===== config.mk =====
export PLATFORM = sky130hd
export DESIGN_NAME = fadd_sched
export DESIGN_NICKNAME = d
export VERILOG_FILES = /design/src/rtl/fadd_sched.sv
export SDC_FILE = /design/constraint.sdc
export NUM_CORES = 1
export LEC_CHECK = 0
export CORE_AREA = 3 3 155 157
export CTS_CLUSTER_DIAMETER = 60
export DETAILED_ROUTE_END_ITERATION = 10
export DIE_AREA = 0 0 158 160
export PLACE_DENSITY = 0.73
export REMOVE_ABC_BUFFERS = 1
export SLEW_MARGIN = 10
export SYNTH_ARGS = -nofsm -noshare
export SYNTH_HDL_FRONTEND = slang
export SYNTH_SLANG_ARGS = --single-unit

===== constraint.sdc =====
create_clock -name clk -period 4.3 [get_ports clk]
set_input_delay 1.29 -clock clk [delete_from_list [all_inputs] [get_ports clk]]
set_output_delay 1.29 -clock clk [all_outputs]
set_load 0.01 [all_outputs]

===== src/rtl/fadd_sched.sv =====
// fadd_sched: round-robin scheduler sharing one fp add/sub pipeline among NREQ requesters.
// Optional macro FADD_SCHED_PERF_EN adds saturating per-requester issue counters (perf_cnt).
module fadd_sched #(
   parameter int NREQ = 4,
   parameter int LAT  = 7,
   parameter int IDW  = $clog2(NREQ)
) (
   input  logic                 clk,
   input  logic                 rst,
   input  logic                 sched_en,
   input  logic [NREQ-1:0]      req_valid,
   output logic [NREQ-1:0]      req_ready,
   input  logic [NREQ*32-1:0]   req_a,
   input  logic [NREQ*32-1:0]   req_b,
   input  logic [NREQ-1:0]      req_op,
   output logic [31:0]          fa_v1,
   output logic [31:0]          fa_v2,
   output logic                 fa_op,
   input  logic [31:0]          fa_vres,
   output logic                 rsp_valid,
   output logic [IDW-1:0]       rsp_id,
   output logic [31:0]          rsp_data,
`ifdef FADD_SCHED_PERF_EN
   output logic [NREQ*16-1:0]   perf_cnt,
`endif
   output logic                 busy
);

   logic [IDW-1:0]        ptr_q, ptr_d;
   logic [IDW-1:0]        gnt_id, sel, tag_id_d;
   logic                  issue;
   int                    idx;

   logic [31:0]           fa_v1_q, fa_v2_q;
   logic                  fa_op_q;
   logic [LAT:0]          vld_q;
   logic [LAT:0][IDW-1:0] tid_q;
   logic                  rsp_valid_q;
   logic [IDW-1:0]        rsp_id_q;
   logic [31:0]           rsp_data_q;

   // Grant is a pure function of req_valid, sched_en and ptr; the first valid at or after ptr wins.
   always_comb begin
      req_ready = '0;
      gnt_id    = '0;
      issue     = 1'b0;
      sel       = '0;
      idx       = 0;
      if (sched_en) begin
         for (int off = 0; off < NREQ; off++) begin
            idx = int'(ptr_q) + off;
            if (idx >= NREQ) idx = idx - NREQ;
            sel = IDW'(idx);
            if (!issue && req_valid[sel]) begin
               issue  = 1'b1;
               gnt_id = sel;
            end
         end
      end
      if (issue) req_ready[gnt_id] = 1'b1;
   end

   always_comb begin
      ptr_d    = ptr_q;
      tag_id_d = '0;
      if (issue) begin
         ptr_d    = (int'(gnt_id) == NREQ-1) ? '0 : gnt_id + 1'b1;
         tag_id_d = gnt_id;
      end
   end

   always_ff @(posedge clk) begin
      if (rst) begin
         ptr_q       <= '0;
         fa_v1_q     <= '0;
         fa_v2_q     <= '0;
         fa_op_q     <= 1'b0;
         vld_q       <= '0;
         tid_q       <= '0;
         rsp_valid_q <= 1'b0;
         rsp_id_q    <= '0;
         rsp_data_q  <= '0;
      end else begin
         ptr_q <= ptr_d;
         if (issue) begin
            fa_v1_q <= req_a[32*gnt_id +: 32];
            fa_v2_q <= req_b[32*gnt_id +: 32];
            fa_op_q <= req_op[gnt_id];
         end
         // Final tag stage lines up with fa_vres; stale datapath output is masked by vld=0.
         vld_q       <= {vld_q[LAT-1:0], issue};
         tid_q       <= {tid_q[LAT-1:0], tag_id_d};
         rsp_valid_q <= vld_q[LAT];
         rsp_id_q    <= tid_q[LAT];
         if (vld_q[LAT]) rsp_data_q <= fa_vres;
      end
   end

   assign fa_v1     = fa_v1_q;
   assign fa_v2     = fa_v2_q;
   assign fa_op     = fa_op_q;
   assign rsp_valid = rsp_valid_q;
   assign rsp_id    = rsp_id_q;
   assign rsp_data  = rsp_data_q;
   assign busy      = (|vld_q) | rsp_valid_q;

`ifdef FADD_SCHED_PERF_EN
   logic [NREQ-1:0][15:0] perf_q;

   always_ff @(posedge clk) begin
      if (rst) begin
         perf_q <= '0;
      end else if (issue && perf_q[gnt_id] != 16'hFFFF) begin
         perf_q[gnt_id] <= perf_q[gnt_id] + 16'd1;
      end
   end

   assign perf_cnt = perf_q;
`endif

endmodule


**Word level (Yosys, flattened, before mapping)**

Index checks and enable logic that the tools add are counted.

- Flip-flop bits (word level): 126
- Input bits: 299
- Output and inout port bits: 105
- Word-level logic and storage cells: 83

- $add $sub $neg: 8
- Order comparisons: 10
- Eq/ne operators: 1
- Shift-type cells: 2
- Muxes and demuxes: 35
- Bitwise operators: 2
- Reductions and logical operators: 9

Operators by type and width:

| kind | count |
|---|---|
| $shiftx 128x8->32 | 2 |
| $mux 2 | 14 |
| $lt 2x3->1 const B | 5 |
| $mux 1 | 14 |
| $bmux 1 s2 | 5 |
| $ge 3x3->1 const B | 3 |
| $reduce_or 8->1 | 1 |
| $sub 2x1->2 const B | 4 |
| $add 2x2->3 const B | 2 |
| $logic_and 1x1->1 | 4 |
| $mux 4 | 1 |
| $add 2x1->3 const B | 1 |
| $ge 2x3->1 const B | 1 |
| $logic_not 1->1 | 3 |
| $add 2x1->2 const B | 1 |
| $demux 1 s2 | 1 |
| $eq 2x1->1 const B | 1 |
| $ge 2x1->1 const B | 1 |
| $reduce_or 2->1 | 1 |
| $not 1->1 | 1 |
| $or 1x1->1 | 1 |

**Depth between registers and ports, before layout**

Gate-level depths: netlist of the first run.

- Depth after elaboration: 24
- Mapped depth: 10
- Depth with buffers taken out: 7

**Worst setup path after synthesis of the first run**

OpenSTA, ideal clock, no wires.

- Kind: input port to output port
- Start: input port req_valid[3]
- End: output port req_ready[0]
- Arrival time: 2.818 ns
- Data required time: 3.010 ns
- Slack: 0.192 ns
- Stages: 10
- Buffers on the path: 4
- Cells stage by stage: buf_2 o41a_1 nand2b_2 buf_4 buf_4 buf_6 nor2_1 inv_1 ha_1 and2_1

- Longest elaborated chain between the ends: 21
- Elaborated cells between the ends (all ways): 33
- Those cells by class: order compare (2); mux (24); reduce/logical (7)

RTL lines:

| what | RTL line | RTL |
|---|---|---|
| from (decl) | 11 | `input logic [NREQ-1:0] req_valid,` |
| $bmux 1 s2 | 54 | `if (!issue && req_valid[sel]) begin` |
| $mux 1 (implied by the code) | 54 |  |
| $mux 1 | 54 |  |
| $mux 1 | 49 | `if (sched_en) begin` |
| $logic_not 1->1 | 54 |  |
| $logic_and 1x1->1 | 54 |  |
| $mux 1 | 54 |  |
| $mux 1 | 49 |  |
| [6 not listed] | n/a |  |
| $mux 2 * | 54 |  |
| $mux 2 * | 49 |  |
| named net gnt_id[0] | 30 | `logic [IDW-1:0] gnt_id, sel, tag_id_d;` |
| $lt 2x3->1 (implied by the code) / $ge 2x1->1 (equally long branches) | 60 | `if (issue) req_ready[gnt_id] = 1'b1;` |
| $logic_and 1x1->1 (implied by the code) | 60 |  |
| $mux 1 (implied by the code) | 60 |  |
| $demux 1 s2 * | 60 |  |
| $mux 4 * | 60 |  |
| to (decl) | 12 | `output logic [NREQ-1:0] req_ready,` |

Mark *: on every way through the listed nets, which the timed path passes. The rest lies on a longest branch. The select of a mux whose other input is x is not followed.

**Final worst setup path of the first run**

- Start: input port req_valid[0]
- End: output port req_ready[1]

- Longest elaborated chain between the ends: 21
- Elaborated cells between the ends (all ways): 33
- Those cells by class: order compare (2); mux (24); reduce/logical (7)

RTL lines:

| what | RTL line |
|---|---|
| $bmux 1 s2 | 54 |
| $mux 1 (implied by the code) | 54 |
| $mux 1 | 54 |
| $mux 1 | 49 |
| $logic_not 1->1 | 54 |
| $logic_and 1x1->1 | 54 |
| $mux 1 | 54 |
| $mux 1 | 49 |
| [5 not listed] | n/a |
| $logic_and 1x1->1 | 54 |
| $mux 2 | 54 |
| $mux 2 | 49 |
| $lt 2x3->1 (implied by the code) / $ge 2x1->1 (equally long branches) | 60 |
| $logic_and 1x1->1 (implied by the code) | 60 |
| $mux 1 (implied by the code) | 60 |
| $demux 1 s2 | 60 |
| $mux 4 * | 60 |

Mark *: on every way between the ends. The rest lies on a longest branch, timed or not. The select of a mux whose other input is x is not followed.

==> results_dict.tcl, run 1 <==
set metrics [dict create \
    cts_buffer_depth 2 \
    syn_area_per_cell_um2 8.954 \
    r2r_slack_ps 1670 \
    wl_um 31930 \
    power.switching_mw 1.130 \
    startpoint_type "primary input" \
    ir_drop_mv 0.2147 \
    postCtsSetupRepairBufs 0 \
    ys_ff_latch 126 \
    finalWorstSetupSlack_ps 66.01 \
    end_kind "output pin" \
    pwr-share-clk_pct 39.2 \
    die_x_um 158 \
    min_period_ps 4234 \
    fin_tns_setup_ps 0 \
    slew_violations 0 \
    timing.rr.end "fa_v2[2]$_SDFFE_PP0P_" \
    mostFrequentLayoutCells "394 x clkdlybuf4s50_1, 125 x dfxtp_1, 83 x o31ai_1" \
    p_total_mw 3.881 \
    regToRegStartpoint "ptr_q[0]$_SDFFE_PP0P_" \
    first_pass_iters 5 \
    grt_first_pass_wirelength_um 47910 \
    synth-main-ff-cell "dfxtp_1" \
    die_h_um 160 \
    clk_pin_slew_ps 60 \
    cp_data_arrival_time_ps 2940 \
    relSlewSlack_pct 19.88 \
    fin_skew_ps 14.45 \
    setup_viol 0 \
    routabilityCongestion 0.8889 \
    maxCapViolations 0 \
    start_util_pct 33.69 \
    ant_nets 0 \
    netlist_area_um2 7629 \
    remaining_drc_errors 0 \
    vias_per_cell 5.794 \
    post-route-period-util_pct 98.46 \
    worst_r2r_path_depth 6 \
    clock-root-buffer "clkbuf_16" \
    path_class "in2out" \
    ys_warn_count 0 \
    p_leak_nw 4.306 \
    fmax_mhz 236.2 \
    layout_commonest_cell "clkdlybuf4s50_1" \
    async_flop_share_pct 0 \
    pwr-share-comb_pct 28.1 \
    power.internal_mw 2.751 \
    worstMarginPinSlew_ps 1202 \
    synth_enable_flop_cells 0 \
    clock_sinks 126 \
    grt_usage_pct 23.97 \
    dieArea_um2 25280 \
    hold_viol 0 \
    numCtsBuffers 17 \
    cts_htree_levels 4 \
    io_buffers 403 \
    nets 1496 \
    clock_latency_ps 410 \
    antenna_found_initial 3 \
    dp_hpwl_um 21770 \
    drive_above_1_share_pct 11.28 \
    area_delta_synth_final_pct 63.64 \
    p_seq_share_pct 32.7 \
    synth_top_cell_by_area "dfxtp_1" \
    dpl_worst_slack_ps -525.0 \
    ys_seq_area_share_pct 33.07 \
    cp_max_fo 6 \
    postCtsHoldBufs 0 \
    rows 55 \
    drtIter0Drc 480 \
    hold_class "reg2reg" \
    status "completed" \
    fp.coreArea_um2 22640 \
    required_ps 3010 \
    io_pins 404 \
    cp-startpoint "req_valid[0]" \
    num_vias 8639 \
    ys_types 42 \
    insertedDiodeCount 0 \
    cellPowerDensity_nw_per_um2 310.9 \
    drt-wirelength-per-cell_um 21.42 \
    synth_top_area_share_pct 33.07 \
    cts_tree "done" \
    grt_pass1_vias 8495 \
    synth_area_leaders "dfxtp_1 33%, o31ai_1 8.2%, o31a_1 7.5%" \
    grt_max_degree 122 \
    swShare_pct 29.11 \
    synth_cells 852 \
    crit_end "req_ready[1]" \
    overflow 0 \
]
flip-flops by register name (all words and copies together) (netlist names):
signal and flops:
rsp_data 32, ptr_q 2, vld_q 8, rsp_valid 1, rsp_id 2, fa_v2 32
fa_op 1, fa_v1 32, tid_q 16
Yosys cell counts, drive strengths merged, types with 2 or more instances:
| cell | number |
|---|---|
| nor3 | 5 |
| a2111oi | 9 |
| nand3b | 57 |
| nand2b | 3 |
| nor4bb | 2 |
| a211oi | 9 |
| o21a | 2 |
| o31a | 65 |
| or4 | 56 |
| o21bai | 10 |
| o21ai | 3 |
| a21oi | 58 |
| a311oi | 56 |
| inv | 32 |
| nand2 | 4 |
| buf | 60 |
| o31ai | 83 |
| nor2 | 39 |
| nor2b | 28 |
| mux2i | 32 |
| dfxtp | 126 |
| ha | 4 |
| a31o | 29 |
| clkbuf | 60 |
| o32ai | 9 |
| and2 | 4 |
worst max-delay path, stage by stage:
cell           delay [ps]
dlygate4sd2_1         300
buf_4                 170
o21bai_1              150
a21oi_1               180
o211a_4               220
inv_2                  60
ha_1                  170
and2_1                130
dlygate4sd2_1         280
power by group through the flow:
stage               Sequential, mW  Clock, mW  Combinational, mW
floorplan                     1.32          0              0.427
global placement              1.29          0               1.08
detailed placement            1.29          0               1.09
CTS                           1.27       1.56               1.09
global route                  1.27       1.61               1.17
finish                        1.27       1.52               1.09
layout make-up:
type	count	area [um2]
clock buffers	18	439.2
fillers	2070	10160
flip-flops and latches	126	2524
inverters	32	120.1
repair buffers	442	4400
multi-input cells	574	4464
well taps	285	356.6
clock inverters	14	178.9
worst min-delay path by stage:
stage                    startpoint  slack, ps                    to  cells past startpoint
2_1_floorplan  tid_q[14]$_SDFF_PP0_        410  rsp_id[0]$_SDFF_PP0_                      1
3_3_place_gp    tid_q[1]$_SDFF_PP0_        420   tid_q[3]$_SDFF_PP0_                      1
3_5_place_dp    tid_q[0]$_SDFF_PP0_        420   tid_q[2]$_SDFF_PP0_                      1
4_1_cts         tid_q[4]$_SDFF_PP0_        430   tid_q[6]$_SDFF_PP0_                      1
5_1_grt         tid_q[3]$_SDFF_PP0_        450   tid_q[5]$_SDFF_PP0_                      1
6_report        tid_q[4]$_SDFF_PP0_        430   tid_q[6]$_SDFF_PP0_                      1
repair_timing:
item,in CTS,in global routing
endpoints found under the setup margin,4,4
pin swaps,1,1
gates resized for setup,12,5
cell families (layout without fill, tap and decap cells):
group,Yosys count,count (layout),synth area share [%]
AO/OA/AOI/OAI,337,337,35.41
adder cells (fa/ha/maj),4,4,0.6561
multiplexers,32,32,4.199
buffers and inverters,152,506,9.480
flip-flops,126,126,33.07
AND/OR/NAND/NOR,201,201,17.19
routing by layer:
| layer | wire, um | global-route usage, % | part of all wire, % |
|---|---|---|---|
| met5 | 32 | 0 | 0.10 |
| met1 | 12440 | 28.44 | 39 |
| met3 | 2982 | 6.883 | 9.3 |
| met2 | 15270 | 40.09 | 48 |
| met4 | 1202 | 10.40 | 3.8 |
stage by stage:
| step | hold slack (ps) | instance area [um2] | cells | utilization [%] |
|---|---|---|---|---|
| after floorplan | 413.8 | 7025 | 732 | - |
| after global placement | 416.4 | 11860 | 1459 | 52.37 |
| after detailed placement | 420.4 | 11860 | 1459 | 52.37 |
| after CTS | 432.4 | 12480 | 1491 | 55.11 |
| after global routing | 450.8 | 12480 | 1491 | 55.14 |
| final | 430.9 | 12480 | 1491 | 55.14 |
Power figures use the tool's default switching activity.
==> run 2, diff against run 1 <==
- CAP_MARGIN: not set -> 20
==> results_dict.tcl, run 2 (same netlist as run 1, synthesis figures left out) <==
set metrics [dict create \
    slew_violations 0 \
    path_class "in2out" \
    area_delta_synth_final_pct 64.03 \
    cp_slowest_cell "dlygate4sd2_1" \
    wl_um 31900 \
    numCtsBuffers 17 \
    drt-wirelength-per-cell_um 21.38 \
    start_util_pct 33.69 \
    die_h_um 160 \
    num_vias 8623 \
    status "completed" \
    required_ps 3010 \
    die_x_um 158 \
    max_stage_delay_ps 300 \
    ir_drop_mv 0.2145 \
    clock_sinks 126 \
    dp_hpwl_um 21770 \
    cts_htree_levels 4 \
    grt_usage_pct 23.97 \
    io_buffers 403 \
    placed_area_um2 11860 \
    clock_latency_ps 410 \
    cp_max_fo 6 \
    path_common_cell "dlygate4sd2_1" \
    end_kind "output pin" \
    hold_viol 0 \
    rows 55 \
    ant_nets 0 \
    post-route-period-util_pct 98.59 \
    insertedDiodeCount 0 \
    p_leak_nw 4.320 \
    stdcell_area_um2 12510 \
    postCtsSetupRepairBufs 0 \
    nets 1497 \
    cts_buffer_depth 2 \
    setup_viol 0 \
    fp.coreArea_um2 22640 \
    cts_tree "done" \
    path_cells "dlygate4sd2_1 -> buf_4 -> o21bai_1 -> a21oi_1 -> o211a_4 -> inv_2 -> ha_1 -> and2_1 -> dlygate4sd2_1" \
    clk_pin_slew_ps 60 \
    maxCapViolations 0 \
    p_total_mw 3.884 \
    io_pins 404 \
    vias_per_cell 5.779 \
    drive_above_1_share_pct 11.43 \
    routabilityCongestion 0.8889 \
    cellPowerDensity_nw_per_um2 310.4 \
    relSlewSlack_pct 45.66 \
    overflow 0 \
    mostFrequentLayoutCells "394 x clkdlybuf4s50_1, 125 x dfxtp_1, 83 x o31ai_1" \
    antenna_found_initial 3 \
    min_period_ps 4239 \
    drtIter0Drc 437 \
    hold_class "reg2reg" \
    cp_data_arrival_time_ps 2950 \
    grt_first_pass_wirelength_um 47910 \
    clock-root-buffer "clkbuf_16" \
    postCtsHoldBufs 0 \
    grt_pass1_vias 8495 \
    remaining_drc_errors 0 \
    n_fill_cell 2063 \
    fmax_mhz 235.9 \
    fin_skew_ps 14.29 \
    grt_max_degree 122 \
    dieArea_um2 25280 \
    first_pass_iters 5 \
    startpoint_type "primary input" \
    layout_commonest_cell "clkdlybuf4s50_1" \
    worstMarginPinSlew_ps 815.0 \
]
[run 2: cell count changes in the layout (fill, tap and decap cells not counted), sizes merged]
cell  change
buf       +1
[run 2: repair_timing]
item	4_1_cts	5_1_grt
setup endpoints to repair	4	4
pin swaps	1	1
endpoints found under the hold margin	0	0
resized for setup	12	6
[run 2: worst max-delay path: cells and delay by family]
family,cells,cell delay (ps)
fa+ha+maj,1,170
buf+inv,4,810
compound gates,3,550
simple gates,1,130
[run 2: path summary, 6_finish.rpt]
| check | start | endpoint | slack [ps] | cells after the start |
|---|---|---|---|---|
| max | req_valid[0] | req_ready[1] | 60 | 9 |
| min | tid_q[4]$_SDFF_PP0_ | tid_q[6]$_SDFF_PP0_ | 430 | 1 |
| max reg2reg | ptr_q[0]$_SDFFE_PP0P_ | fa_v1[12]$_SDFFE_PP0P_ | 1780 | 7 |
| min reg2reg | tid_q[4]$_SDFF_PP0_ | tid_q[6]$_SDFF_PP0_ | 430 | 1 |
[run 2: routing by layer]
| layer | share of wire [%] | GRT usage (%) | vias to the layer above |
|---|---|---|---|
| met5 | 0.10 | 0 | - |
| li1 | - | - | 4031 |
| met4 | 3.7 | 10.40 | 6 |
| met1 | 39 | 28.44 | 4073 |
| met2 | 48 | 40.09 | 435 |
| met3 | 9.7 | 6.883 | 78 |
[run 2: area by class of cell]
class / count / area (um2) / share of cell area, %
Clock inverter: 14 / 178.9 / 1.430
Tap cell: 285 / 356.6 / 2.850
Inverter: 32 / 120.1 / 0.9599
Multi-Input combinational cell: 574 / 4467 / 35.70
Sequential cell: 126 / 2524 / 20.17
Clock buffer: 18 / 439.2 / 3.510
Timing Repair Buffer: 443 / 4428 / 35.39
[run 2: where the power goes]
part	switching, mW	internal (mW)
registers	0.0361	1.23
clock network	0.581	0.939
logic	0.512	0.584
[run 2: through the flow]
step	cells	setup WS [ps]	hold slack (ps)	utilization, %	setup TNS (ps)
final	1492	60.81	430.7	55.27	0
after global routing	1492	-8.540	450.8	55.27	-16.94
after CTS	1491	83.30	432.4	55.11	0
after detailed placement	1459	-525.0	420.4	52.37	-1866
after global placement	1459	-434.7	416.4	52.37	-1562
after floorplan	732	-2939	413.8	-	-195840
==> run 3, diff against run 2 <==
- SLEW_MARGIN: 10 -> 20
==> results_dict.tcl, run 3 (same netlist as run 1, synthesis figures left out) <==
set metrics [dict create \
    stdcell_count 1491 \
    post-route-period-util_pct 98.61 \
    grt_usage_pct 23.97 \
    io_buffers 403 \
    die_h_um 160 \
    maxCapViolations 0 \
    power.internal_mw 2.752 \
    drt-wirelength-per-cell_um 21.43 \
    grt_pass1_vias 8495 \
    start_util_pct 33.69 \
    cts_buffer_depth 2 \
    routabilityCongestion 0.8889 \
    fin_skew_ps 14.52 \
    insertedDiodeCount 0 \
    clock_sinks 126 \
    clock_latency_ps 410 \
    cts_htree_levels 4 \
    power.switching_mw 1.132 \
    hold_depth 1 \
    startpoint_type "primary input" \
    fp.coreArea_um2 22640 \
    wl_um 31950 \
    ir_drop_mv 0.2153 \
    pwr-share-clk_pct 39.2 \
    status "completed" \
    p_leak_nw 4.305 \
    seq_area_um2 2524 \
    swShare_pct 29.14 \
    ant_nets 0 \
    n_fill_cell 2068 \
    io_pins 404 \
    hold_viol 0 \
    placed_area_um2 11860 \
    grt_max_degree 122 \
    fmax_mhz 235.8 \
    worstMarginPinSlew_ps 928.5 \
    relSlewSlack_pct 38.10 \
    area_delta_synth_final_pct 63.70 \
    grt_first_pass_wirelength_um 47910 \
    overflow 0 \
    remaining_drc_errors 0 \
    min_period_ps 4240 \
    first_pass_iters 5 \
    slew_violations 0 \
    path_class "in2out" \
    num_vias 8622 \
    clk_pin_slew_ps 60 \
    dieArea_um2 25280 \
    multi_input_area_um2 4464 \
    drtIter0Drc 489 \
    rows 55 \
    pwr-share-comb_pct 28.1 \
    cp_max_fo 6 \
    setup_viol 0 \
    cp_data_arrival_time_ps 2950 \
    mostFrequentLayoutCells "394 x clkdlybuf4s50_1, 125 x dfxtp_1, 83 x o31ai_1" \
    clock-root-buffer "clkbuf_16" \
    layout_commonest_cell "clkdlybuf4s50_1" \
    p_seq_share_pct 32.6 \
    numCtsBuffers 17 \
    placed_cells 1459 \
    stdcell_area_um2 12490 \
    required_ps 3010 \
    drive_above_1_share_pct 11.28 \
    hold_class "reg2reg" \
    fin_hold_ws_ps 431.0 \
    die_x_um 158 \
    worst_r2r_path_depth 7 \
    vias_per_cell 5.783 \
    nets 1496 \
    dp_hpwl_um 21770 \
    cellPowerDensity_nw_per_um2 311.0 \
    cts_tree "done" \
    end_kind "output pin" \
    antenna_found_initial 3 \
]
==> run 3: cell count changes in the layout (fill, tap and decap cells not counted) <==
| cell | change |
|---|---|
| buf_16 | -1 |
| buf_6 | +1 |
| buf_4 | -1 |
| clkdlybuf4s15_1 | +1 |
| nor2b_2 | -1 |
| dlygate4sd2_1 | -1 |
| nor2b_1 | +1 |
==> run 3: cell type report <==
class                           instances  area share (%)
Clock buffer                           18           3.517
Clock inverter                         14           1.433
Inverter                               32          0.9618
Multi-Input combinational cell        574           35.75
Sequential cell                       126           20.21
Tap cell                              285           2.855
Timing Repair Buffer                  442           35.28
==> run 3: critical path, stage by stage <==
cell	delay, ps
dlygate4sd2_1	300
buf_4	170
o21bai_1	150
a21oi_1	180
o211a_4	220
inv_2	60
ha_1	170
and2_1	130
dlygate4sd2_1	280
==> run 3: per-layer routing <==
layer  routed length (um)  GRT usage [%]  part of all wire [%]  up-vias
met5                   32              0                  0.10        -
met4                 1172          10.40                   3.7        6
met3                 3007          6.883                   9.4       78
met2                15310          40.09                    48      401
met1                12420          28.44                    39     4109
li1                     -              -                     -     4028
==> run 3: timing repair <==
action                     CTS  global route
setup endpoints to repair    4             4
gates resized for setup     12             6
pin swaps                    1             1
buffers inserted             0             0
hold buffers                 0             0
==> run 3: through the flow <==
| stage | utilization, % | worst slack [ps] | total power [mW] | TNS, ps |
|---|---|---|---|---|
| after CTS | 55.11 | 83.30 | 3.921 | 0 |
| after global routing | 55.16 | -8.143 | 4.054 | -10.55 |
| after detailed placement | 52.37 | -525.0 | 2.382 | -1866 |
| after floorplan | - | -2939 | 1.742 | -195840 |
| after global placement | 52.37 | -434.7 | 2.372 | -1562 |
| final | 55.16 | 59.88 | 3.883 | 0 |
==> run 3: path summary, 6_finish.rpt <==
check                        start                endpoint  slack (ps)
max                   req_valid[0]            req_ready[1]          60
min reg2reg    tid_q[4]$_SDFF_PP0_     tid_q[6]$_SDFF_PP0_         430
max reg2reg  ptr_q[0]$_SDFFE_PP0P_  fa_v1[12]$_SDFFE_PP0P_        1830
min            tid_q[4]$_SDFF_PP0_     tid_q[6]$_SDFF_PP0_         430
==> run 3: power by group through the flow <==
stage / combinational [mW] / clock (mW) / sequential, mW
floorplan: 0.427 / 0 / 1.32
global placement: 1.08 / 0 / 1.29
detailed placement: 1.09 / 0 / 1.29
CTS: 1.09 / 1.56 / 1.27
global route: 1.17 / 1.61 / 1.27
finish: 1.09 / 1.52 / 1.27
